### src/rtl/fw_header_classifier.sv
// fw_header_classifier: accepts one header at a time, scans the rule table one entry per cycle
// and returns a safe/drop verdict. Define FW_CLASSIFIER_STATS_EN to add the verdict counters.
//
// state   | meaning
// IDLE    | hdr_ready high, waiting for a header
// SCAN    | evaluating rule idx against the captured header
// RESPOND | verdict held on the result channel until res_ready
module fw_header_classifier #(
  parameter int NUM_RULES    = 8,
  parameter int TAG_W        = 2,
  parameter bit DEFAULT_SAFE = 1'b0
) (
  input  logic                         clk,
  input  logic                         rst,
  input  logic                         hdr_valid,
  output logic                         hdr_ready,
  input  logic                         hdr_id,
  input  logic [TAG_W-1:0]             hdr_tag,
  input  logic [7:0]                   hdr_protocol,
  input  logic [31:0]                  hdr_srcip,
  input  logic [31:0]                  hdr_dstip,
  input  logic [15:0]                  hdr_srcport,
  input  logic [15:0]                  hdr_dstport,
  input  logic                         rule_wr_en,
  input  logic [$clog2(NUM_RULES)-1:0] rule_wr_idx,
  input  logic [105:0]                 rule_wr_data,
  output logic                         res_valid,
  input  logic                         res_ready,
  output logic                         res_id,
  output logic [TAG_W-1:0]             res_tag,
  output logic                         res_safe
`ifdef FW_CLASSIFIER_STATS_EN
  ,
  input  logic                         stat_clr,
  output logic [31:0]                  stat_safe_cnt,
  output logic [31:0]                  stat_drop_cnt
`endif
);

  localparam int IDX_W = $clog2(NUM_RULES);
  localparam logic [IDX_W:0] NUM_RULES_EXT = (IDX_W+1)'(NUM_RULES);
  localparam logic [IDX_W-1:0] LAST_IDX = IDX_W'(NUM_RULES - 1);

  typedef enum logic [1:0] {IDLE, SCAN, RESPOND} state_t;

  state_t state, state_nxt;

  logic [IDX_W-1:0] idx;
  logic [7:0]       cap_protocol;
  logic [31:0]      cap_dstip;
  logic [15:0]      cap_dstport;

  logic             rule_valid [NUM_RULES];
  logic [104:0]     rule_data  [NUM_RULES];

  logic             hdr_fire;
  logic             res_fire;
  logic             last_idx;
  logic             wr_ok;
  logic             rule_hit;

  logic [104:0]     cur;
  logic             cur_safe;
  logic [7:0]       cur_protocol;
  logic [31:0]      cur_dstip;
  logic [31:0]      cur_mask;
  logic [15:0]      cur_port_lo;
  logic [15:0]      cur_port_hi;

  // Source address/port travel with the header but take no part in matching.
  logic unused_hdr_fields;
  assign unused_hdr_fields = ^{hdr_srcip, hdr_srcport};

  assign hdr_ready = (state == IDLE);
  assign res_valid = (state == RESPOND);
  assign hdr_fire  = hdr_valid & hdr_ready;
  assign res_fire  = res_valid & res_ready;
  assign last_idx  = (idx == LAST_IDX);
  assign wr_ok     = rule_wr_en && ({1'b0, rule_wr_idx} < NUM_RULES_EXT);

  assign cur          = rule_data[idx];
  assign cur_safe     = cur[104];
  assign cur_protocol = cur[103:96];
  assign cur_dstip    = cur[95:64];
  assign cur_mask     = cur[63:32];
  assign cur_port_lo  = cur[31:16];
  assign cur_port_hi  = cur[15:0];

  // An inverted port range fails the range test on its own, so it needs no special case.
  assign rule_hit = rule_valid[idx]
                 && ((cur_protocol == 8'd0) || (cur_protocol == cap_protocol))
                 && ((cap_dstip & cur_mask) == (cur_dstip & cur_mask))
                 && (cur_port_lo <= cap_dstport)
                 && (cap_dstport <= cur_port_hi);

  always_ff @(posedge clk or posedge rst) begin
    if (rst) state <= IDLE;
    else     state <= state_nxt;
  end

  always_comb begin
    state_nxt = state;
    case (state)
      IDLE:    if (hdr_fire) state_nxt = SCAN;
      SCAN:    if (rule_hit || last_idx) state_nxt = RESPOND;
      RESPOND: if (res_fire) state_nxt = IDLE;
      default: state_nxt = IDLE;
    endcase
  end

  always_ff @(posedge clk or posedge rst) begin
    if (rst) begin
      idx          <= '0;
      res_id       <= 1'b0;
      res_tag      <= '0;
      res_safe     <= 1'b0;
      cap_protocol <= 8'd0;
      cap_dstip    <= 32'd0;
      cap_dstport  <= 16'd0;
    end else begin
      if (hdr_fire) begin
        idx          <= '0;
        res_id       <= hdr_id;
        res_tag      <= hdr_tag;
        cap_protocol <= hdr_protocol;
        cap_dstip    <= hdr_dstip;
        cap_dstport  <= hdr_dstport;
      end else if (state == SCAN) begin
        if (rule_hit)      res_safe <= cur_safe;
        else if (last_idx) res_safe <= DEFAULT_SAFE;
        else               idx      <= idx + 1'b1;
      end
    end
  end

  // Only the valid bits need reset; payload is don't-care while its valid bit is low.
  always_ff @(posedge clk or posedge rst) begin
    if (rst) begin
      for (int i = 0; i < NUM_RULES; i++) rule_valid[i] <= 1'b0;
    end else if (wr_ok) begin
      rule_valid[rule_wr_idx] <= rule_wr_data[105];
    end
  end

  always_ff @(posedge clk) begin
    if (wr_ok) rule_data[rule_wr_idx] <= rule_wr_data[104:0];
  end

`ifdef FW_CLASSIFIER_STATS_EN
  always_ff @(posedge clk or posedge rst) begin
    if (rst) begin
      stat_safe_cnt <= 32'd0;
      stat_drop_cnt <= 32'd0;
    end else if (stat_clr) begin
      stat_safe_cnt <= 32'd0;
      stat_drop_cnt <= 32'd0;
    end else if (res_fire) begin
      if (res_safe) begin
        if (stat_safe_cnt != 32'hFFFF_FFFF) stat_safe_cnt <= stat_safe_cnt + 32'd1;
      end else begin
        if (stat_drop_cnt != 32'hFFFF_FFFF) stat_drop_cnt <= stat_drop_cnt + 32'd1;
      end
    end
  end
`endif

endmodule

### config.mk
export PLATFORM = sky130hd
export DESIGN_NAME = fw_header_classifier
export DESIGN_NICKNAME = d
export VERILOG_FILES = /design/src/rtl/fw_header_classifier.sv
export SDC_FILE = /design/constraint.sdc
export NUM_CORES = 1
export LEC_CHECK = 0
export ABC_AREA = 0
export ABC_CLOCK_PERIOD_IN_PS = 5400
export CAP_MARGIN = 0
export CORE_MARGIN = 2
export CORE_UTILIZATION = 45
export CTS_CLUSTER_SIZE = 14
export DETAILED_ROUTE_END_ITERATION = 6
export DONT_BUFFER_PORTS = 1
export MAX_ROUTING_LAYER = met4
export PLACE_DENSITY = 0.62
export SLEW_MARGIN = 20
export SYNTH_ARGS = -nofsm -noshare
export SYNTH_HDL_FRONTEND = slang
export SYNTH_SLANG_ARGS = --single-unit
### constraint.sdc
create_clock -name clk -period 5.4 [get_ports clk]
set_clock_uncertainty 0.2 [all_clocks]
set_input_delay 0.54 -clock clk [delete_from_list [all_inputs] [get_ports clk]]
set_output_delay 0.54 -clock clk [all_outputs]
set_load 0.01 [all_outputs]
======== Word level (Yosys, flattened, before mapping) ========
Memories as Yosys holds them, arrays and structs flattened.
Cells that the tools add are included.
word-level totals
  register bits ........................... 73
  memory bits (writable) .................. 840
  output and inout port bits .............. 6
  memories kept ........................... 1
cells by class
  add/sub/neg operators ................... 1
  $lt $le $gt $ge ......................... 5
  equal/unequal tests ..................... 10
  multiplexer cells ....................... 18
  bitwise logic cells ..................... 7
  reductions and logical operators ........ 14
memory list
  name       words  width  rd ports  clocked after Yosys merged registers in  write ports  line  RTL
  rule_data  8      105    1         0                                        1            54    logic [104:0] rule_data [NUM_RULES];
operator list
  cell                                                    count
  bitwise AND 32 bit                                      2
  equality test 32 bit                                    1
  less-or-equal comparator 16 bit                         2
  2-to-1 mux 3 bit                                        4
  AND reduction 3 bit                                     3
  bitwise mux 8 bit                                       1
  equality test 8 bit                                     1
  >= comparator 4 bit (second input constant)             2
  zero test 8 bit                                         1
  inverter 3 -> 4 bit                                     2
  2-to-1 mux 1 bit                                        7
  2-to-1 mux 2 bit                                        3
  inequality test 2 bit (second input constant)           3
  case mux 2 bit (3 select lines)                         1
  logical AND 1 bit                                       5
  < comparator 4 x 1 -> 1 bit (second input constant)     1
  inequality test 2 x 1 -> 1 bit (second input constant)  2
  nonzero test 2 bit                                      2
  adder 3 x 1 -> 3 bit (second input constant)            1
  binary-select mux 1 bit (select 3 bit)                  1
  demux 1 bit (select 3 bit)                              1
  equality test 3 bit (second input constant)             1
  bitwise AND 1 bit                                       2
  equality test 2 x 1 -> 1 bit (second input constant)    1
  other kinds (4)                                         5

======== Longest topological paths before layout ========
Gate-level depths: netlist of the first run.
  depth in word-level cells ............... 11
  depth in mapped cells ................... 21
  gate-level depth less buffers ........... 13

======== Least setup slack after synthesis of the first run ========
Ideal clock, no wire load.
  path kind ............................... input port to flip-flop
  start point ............................. in rule_wr_idx[0]
  end point ............................... reg rule_valid[7] (netlist name)
  library setup time ...................... 102 ps
  arrival ................................. 8909 ps
  required time ........................... 5098 ps
  setup slack ............................. -3810 ps
  cell stages on the path ................. 3
  buffers on the path ..................... 0
  cells stage by stage .................... nand2b_1 nor3_1 mux2_2
between the ends
  cells in the longest elaborated chain, start to end .. 6
ends and longest elaborated chain
  item                                                                                      line  RTL
  start: declaration                                                                        25    input logic [$clog2(NUM_RULES)-1:0] rule_wr_idx,
  inverter 3 -> 4 bit (not written as such) *                                               141   rule_valid[rule_wr_idx] <= rule_wr_data[105];
  >= comparator 4 bit (not written as such) or < comparator 4 x 1 -> 1 bit (tied branches)  141
  logical AND 1 bit (not written as such)                                                   141
  2-to-1 mux 1 bit (not written as such)                                                    141
  demux 1 bit (select 3 bit) *                                                              141
  bitwise mux 8 bit *                                                                       141
  end signal: indexed assignment                                                            141
  end: declaration                                                                          53    logic rule_valid [NUM_RULES];
Every way passes the cells marked *; elsewhere a longest branch is shown, timed or not.
A chain may end at the register's enable or synchronous reset.

======== Worst setup path in the final report of the first run ========
  start point ............................. reg idx[0]
  end point ............................... reg idx[1]
between the ends
  cells in the longest elaborated chain, start to end .. 10
ends and longest elaborated chain
  item                                                                line  RTL
  start: declaration                                                  48    logic [IDX_W-1:0] idx;
  start signal: assignment                                            131   else idx <= idx + 1'b1;
  branches (longest 10 deep; another with memory read (8 x 105 bit))  -
Several ways; the timed one is not identified. The select of a mux whose other input is x is not followed.

==> metrics.md, run 1 <==
| Metric | Value |
|---|---|
| Critical Path End Type | `register` |
| Routability cong. | `0.779` |
| Worst-Margin Slew | `1.06 ns` |
| Vias per cell | `5.47` |
| # nets final | `2,507` |
| Syn nets | `2,304` |
| Total power | `20.8 mW` |
| CTS Sinks | `913` |
| WS Path Type | `register to register` |
| GRT Resource Usage Total | `20.4%` |
| Die Width | `288 um` |
| Worst endpoint required time | `5.71 ns` |
| Die H | `288 um` |
| Clk slew on worst S/H paths | `0.06 ns` |
| Cell Area, Synth | `36,400 um2` |
| EDFF count, synth | `840` |
| Share of the synthesized area in the top cell type | `69.3%` |
| CTS H-tree lvls | `3` |
| Status | `finished, final reports clean` |
| Leak Pwr | `14.7 nW` |
| Placed wire-length estimate | `47.2 mm` |
| Top post-synthesis cells by area | `edfxtp_1 (69%), mux4_2 (6.9%), dfrtp_1 (5.0%)` |
| WP data arrival | `5.08 ns` |
| Setup violations, final | `0` |
| CTS Hold Bufs | `167` |
| Hold crit path type | `input port to register` |
| Setup repair bufs after CTS | `0` |
| Fmax | `210 MHz` |
| Final setup margin | `0.631 ns` |
| Yosys reg bits | `913` |
| Initial Util | `45.3%` |
| Synth area leader | `edfxtp_1` |
| Top FF cell, synth | `edfxtp_1` |
| Number of CTS-inserted buffers | `94` |
| Antenna violations before repair | `15` |
| Most frequent cells in the layout | `edfxtp_1 (840), nand2_1 (238), dlygate4sd3_1 (167), mux4_2 (112), mux2i_1 (108)` |
| Ports | `227` |
| Synth async-reset ratio | `8.00%` |
| Critical Path Start Type | `register` |
| Fin area | `42,600 um2` |
| Area grow syn2layout | `17.1%` |
| Placed Area | `37,700 um2` |
| Ratio of cells with drive above 1 in the final layout | `14.5%` |
| FP Rows | `104` |
| Vias in the first global route | `19.6k` |
| Avg WL per Cell | `24.1 um` |
| Clk buf depth | `3` |
| Port Buffers | `0` |
| Post-route DRC | `0` |
| Post-cts resize count | `0` |
| Final Hold Vio Count | `0` |
| Starting DRT DRC Count | `1,576` |
| Core Region | `80,300 um2` |
| Unrepaired setup endpoints after global routing | `no` |
| Pin count of the biggest net entering global routing | `107` |
| First-pass GRT wire length | `122 mm` |
| Slew headroom | `29.2%` |
| Antenna Nets Post-Route | `0` |
| Post-route minimum period | `4.77 ns` |
| Routed wire length | `82.1 mm` |
| Avg Inst Size Synth | `17.8 um2` |
| Max_cap viols | `0` |
| Global route overflow | `0` |
| Dpl ws | `0.629 ns` |
| Most common cell after layout, fill and taps aside | `edfxtp_1` |
| Seq/Total Area, Yosys | `74.3%` |
| Die area | `83,200 um2` |
| Clock Latency Late Sink | `0.65 ns` |
| Max-slew violations | `0` |
| Yosys warns | `0` |
| Pwr Density | `487 nW/um2` |
| Root Driver | `clkbuf_16` |
| Synth unique cells | `72` |
| Drt first pass iters | `5` |
| CTS tree | `built` |
| Fin crit share | `88.3%` |
| Mapped Cells | `2,049` |
| IR Drop Worst-Case VDD | `0.000576 V` |
| Crit-path max FO | `26` |
| Vias | `18.7k` |
## final timing paths
| check | end | depth (start not counted) | startpoint | slack (ns) |
|---|---|---|---|---|
| max | idx[1] | 13 | idx[0] | 0.63 |
| min | rule_data[7][28] | 2 | rule_wr_idx[2] | 0.24 |
| max reg2reg | idx[1] | 13 | idx[0] | 0.63 |
| min reg2reg | cap_dstip[27] | 2 | cap_dstip[27] | 0.30 |
| max in group asynchronous | cap_dstip[29] | 3 | rst | 3.62 |
| min in group asynchronous | cap_dstport[1] | 2 | rst | 0.30 |
## kinds of logic after synthesis
kind of cell,count (synthesis),synth area share [%]
fa+ha+maj,34,1.17
flops,913,74.3
mux,249,10.9
simple gates,421,5.31
compound gates,189,3.72
xor+xnor,115,2.77
buf+inv,128,1.82
## flip-flops by register name, indices dropped and copies added, names as in the netlist
signal	count
cap_dstip	32
res_safe	1
cap_protocol	8
res_id	1
cap_dstport	16
rule_valid	8
state	2
idx	3
rule_data	840
res_tag	2
## synth_stat cells (9+ instances only)
| library cell | count |
|---|---|
| o21ai_0 | 49 |
| buf_2 | 23 |
| nor3_1 | 24 |
| buf_4 | 10 |
| a22oi_1 | 13 |
| buf_6 | 11 |
| nand2b_1 | 16 |
| a221oi_1 | 13 |
| nor4_1 | 10 |
| a31oi_1 | 9 |
| ha_1 | 34 |
| a21oi_1 | 19 |
| clkbuf_1 | 38 |
| mux2i_1 | 108 |
| nand4_1 | 19 |
| mux2_2 | 26 |
| a21o_1 | 12 |
| dfrtp_1 | 73 |
| edfxtp_1 | 840 |
| mux4_2 | 112 |
| nor3b_1 | 9 |
| buf_1 | 10 |
| nand3_1 | 30 |
| nor2_1 | 37 |
| xor2_1 | 107 |
| o221ai_1 | 12 |
| nand2_1 | 239 |
| inv_1 | 34 |
## where the power goes
| part | internal [mW] | total [mW] | switching (mW) |
|---|---|---|---|
| sequential | 8.20 | 8.77 | 0.574 |
| combinational | 2.39 | 5.30 | 2.91 |
| clock | 4.06 | 6.69 | 2.63 |
## per-layer routing
layer,vias up,share of wire [%],GRT usage (%)
met5,-,0,-
met4,0,1.9,4.69
met3,113,5.5,4.22
met2,454,50,33.8
met1,9622,42,26.0
li1,8475,-,-
## final cells by class
class / count / area, um2
fillers: 6298 / 37700
flip-flops and latches: 913 / 27100
multi-input cells: 1008 / 8770
clock buffers: 130 / 2650
repair buffers: 201 / 2060
well taps: 1060 / 1330
clock inverters: 47 / 581
inverters: 34 / 130
diodes: 16 / 40.0
## metrics by stage
step	cells	setup TNS [ns]	hold WS (ns)	utilization, %
after CTS	3393	0	0.219	53.0
after floorplan	2049	-186.20	0.260	-
final	3409	0	0.242	53.1
after detailed placement	3049	0	0.287	46.9
after global routing	3407	0	0.224	53.1
after global placement	3049	0	0.282	46.9
## worst max-delay path: stages, from the launching register on
cell	delay, ns
dfrtp_4	0.78
buf_4	0.39
mux4_2	0.54
mux2i_1	0.16
ha_1	0.26
a21oi_1	0.16
o21bai_1	0.08
a221oi_1	0.32
o31ai_1	0.17
a211oi_1	0.30
a21boi_0	0.35
o2111ai_1	0.22
o211ai_2	0.32
mux2_2	0.37
No activity file was read; power rests on OpenSTA's default activity.
==> inputs of run 2 (changes only) <==
ABC_AREA = unset   (was 0)
==> results of run 2 <==
Same layout as run 1: the final DEF is identical, and so are final timing and power.
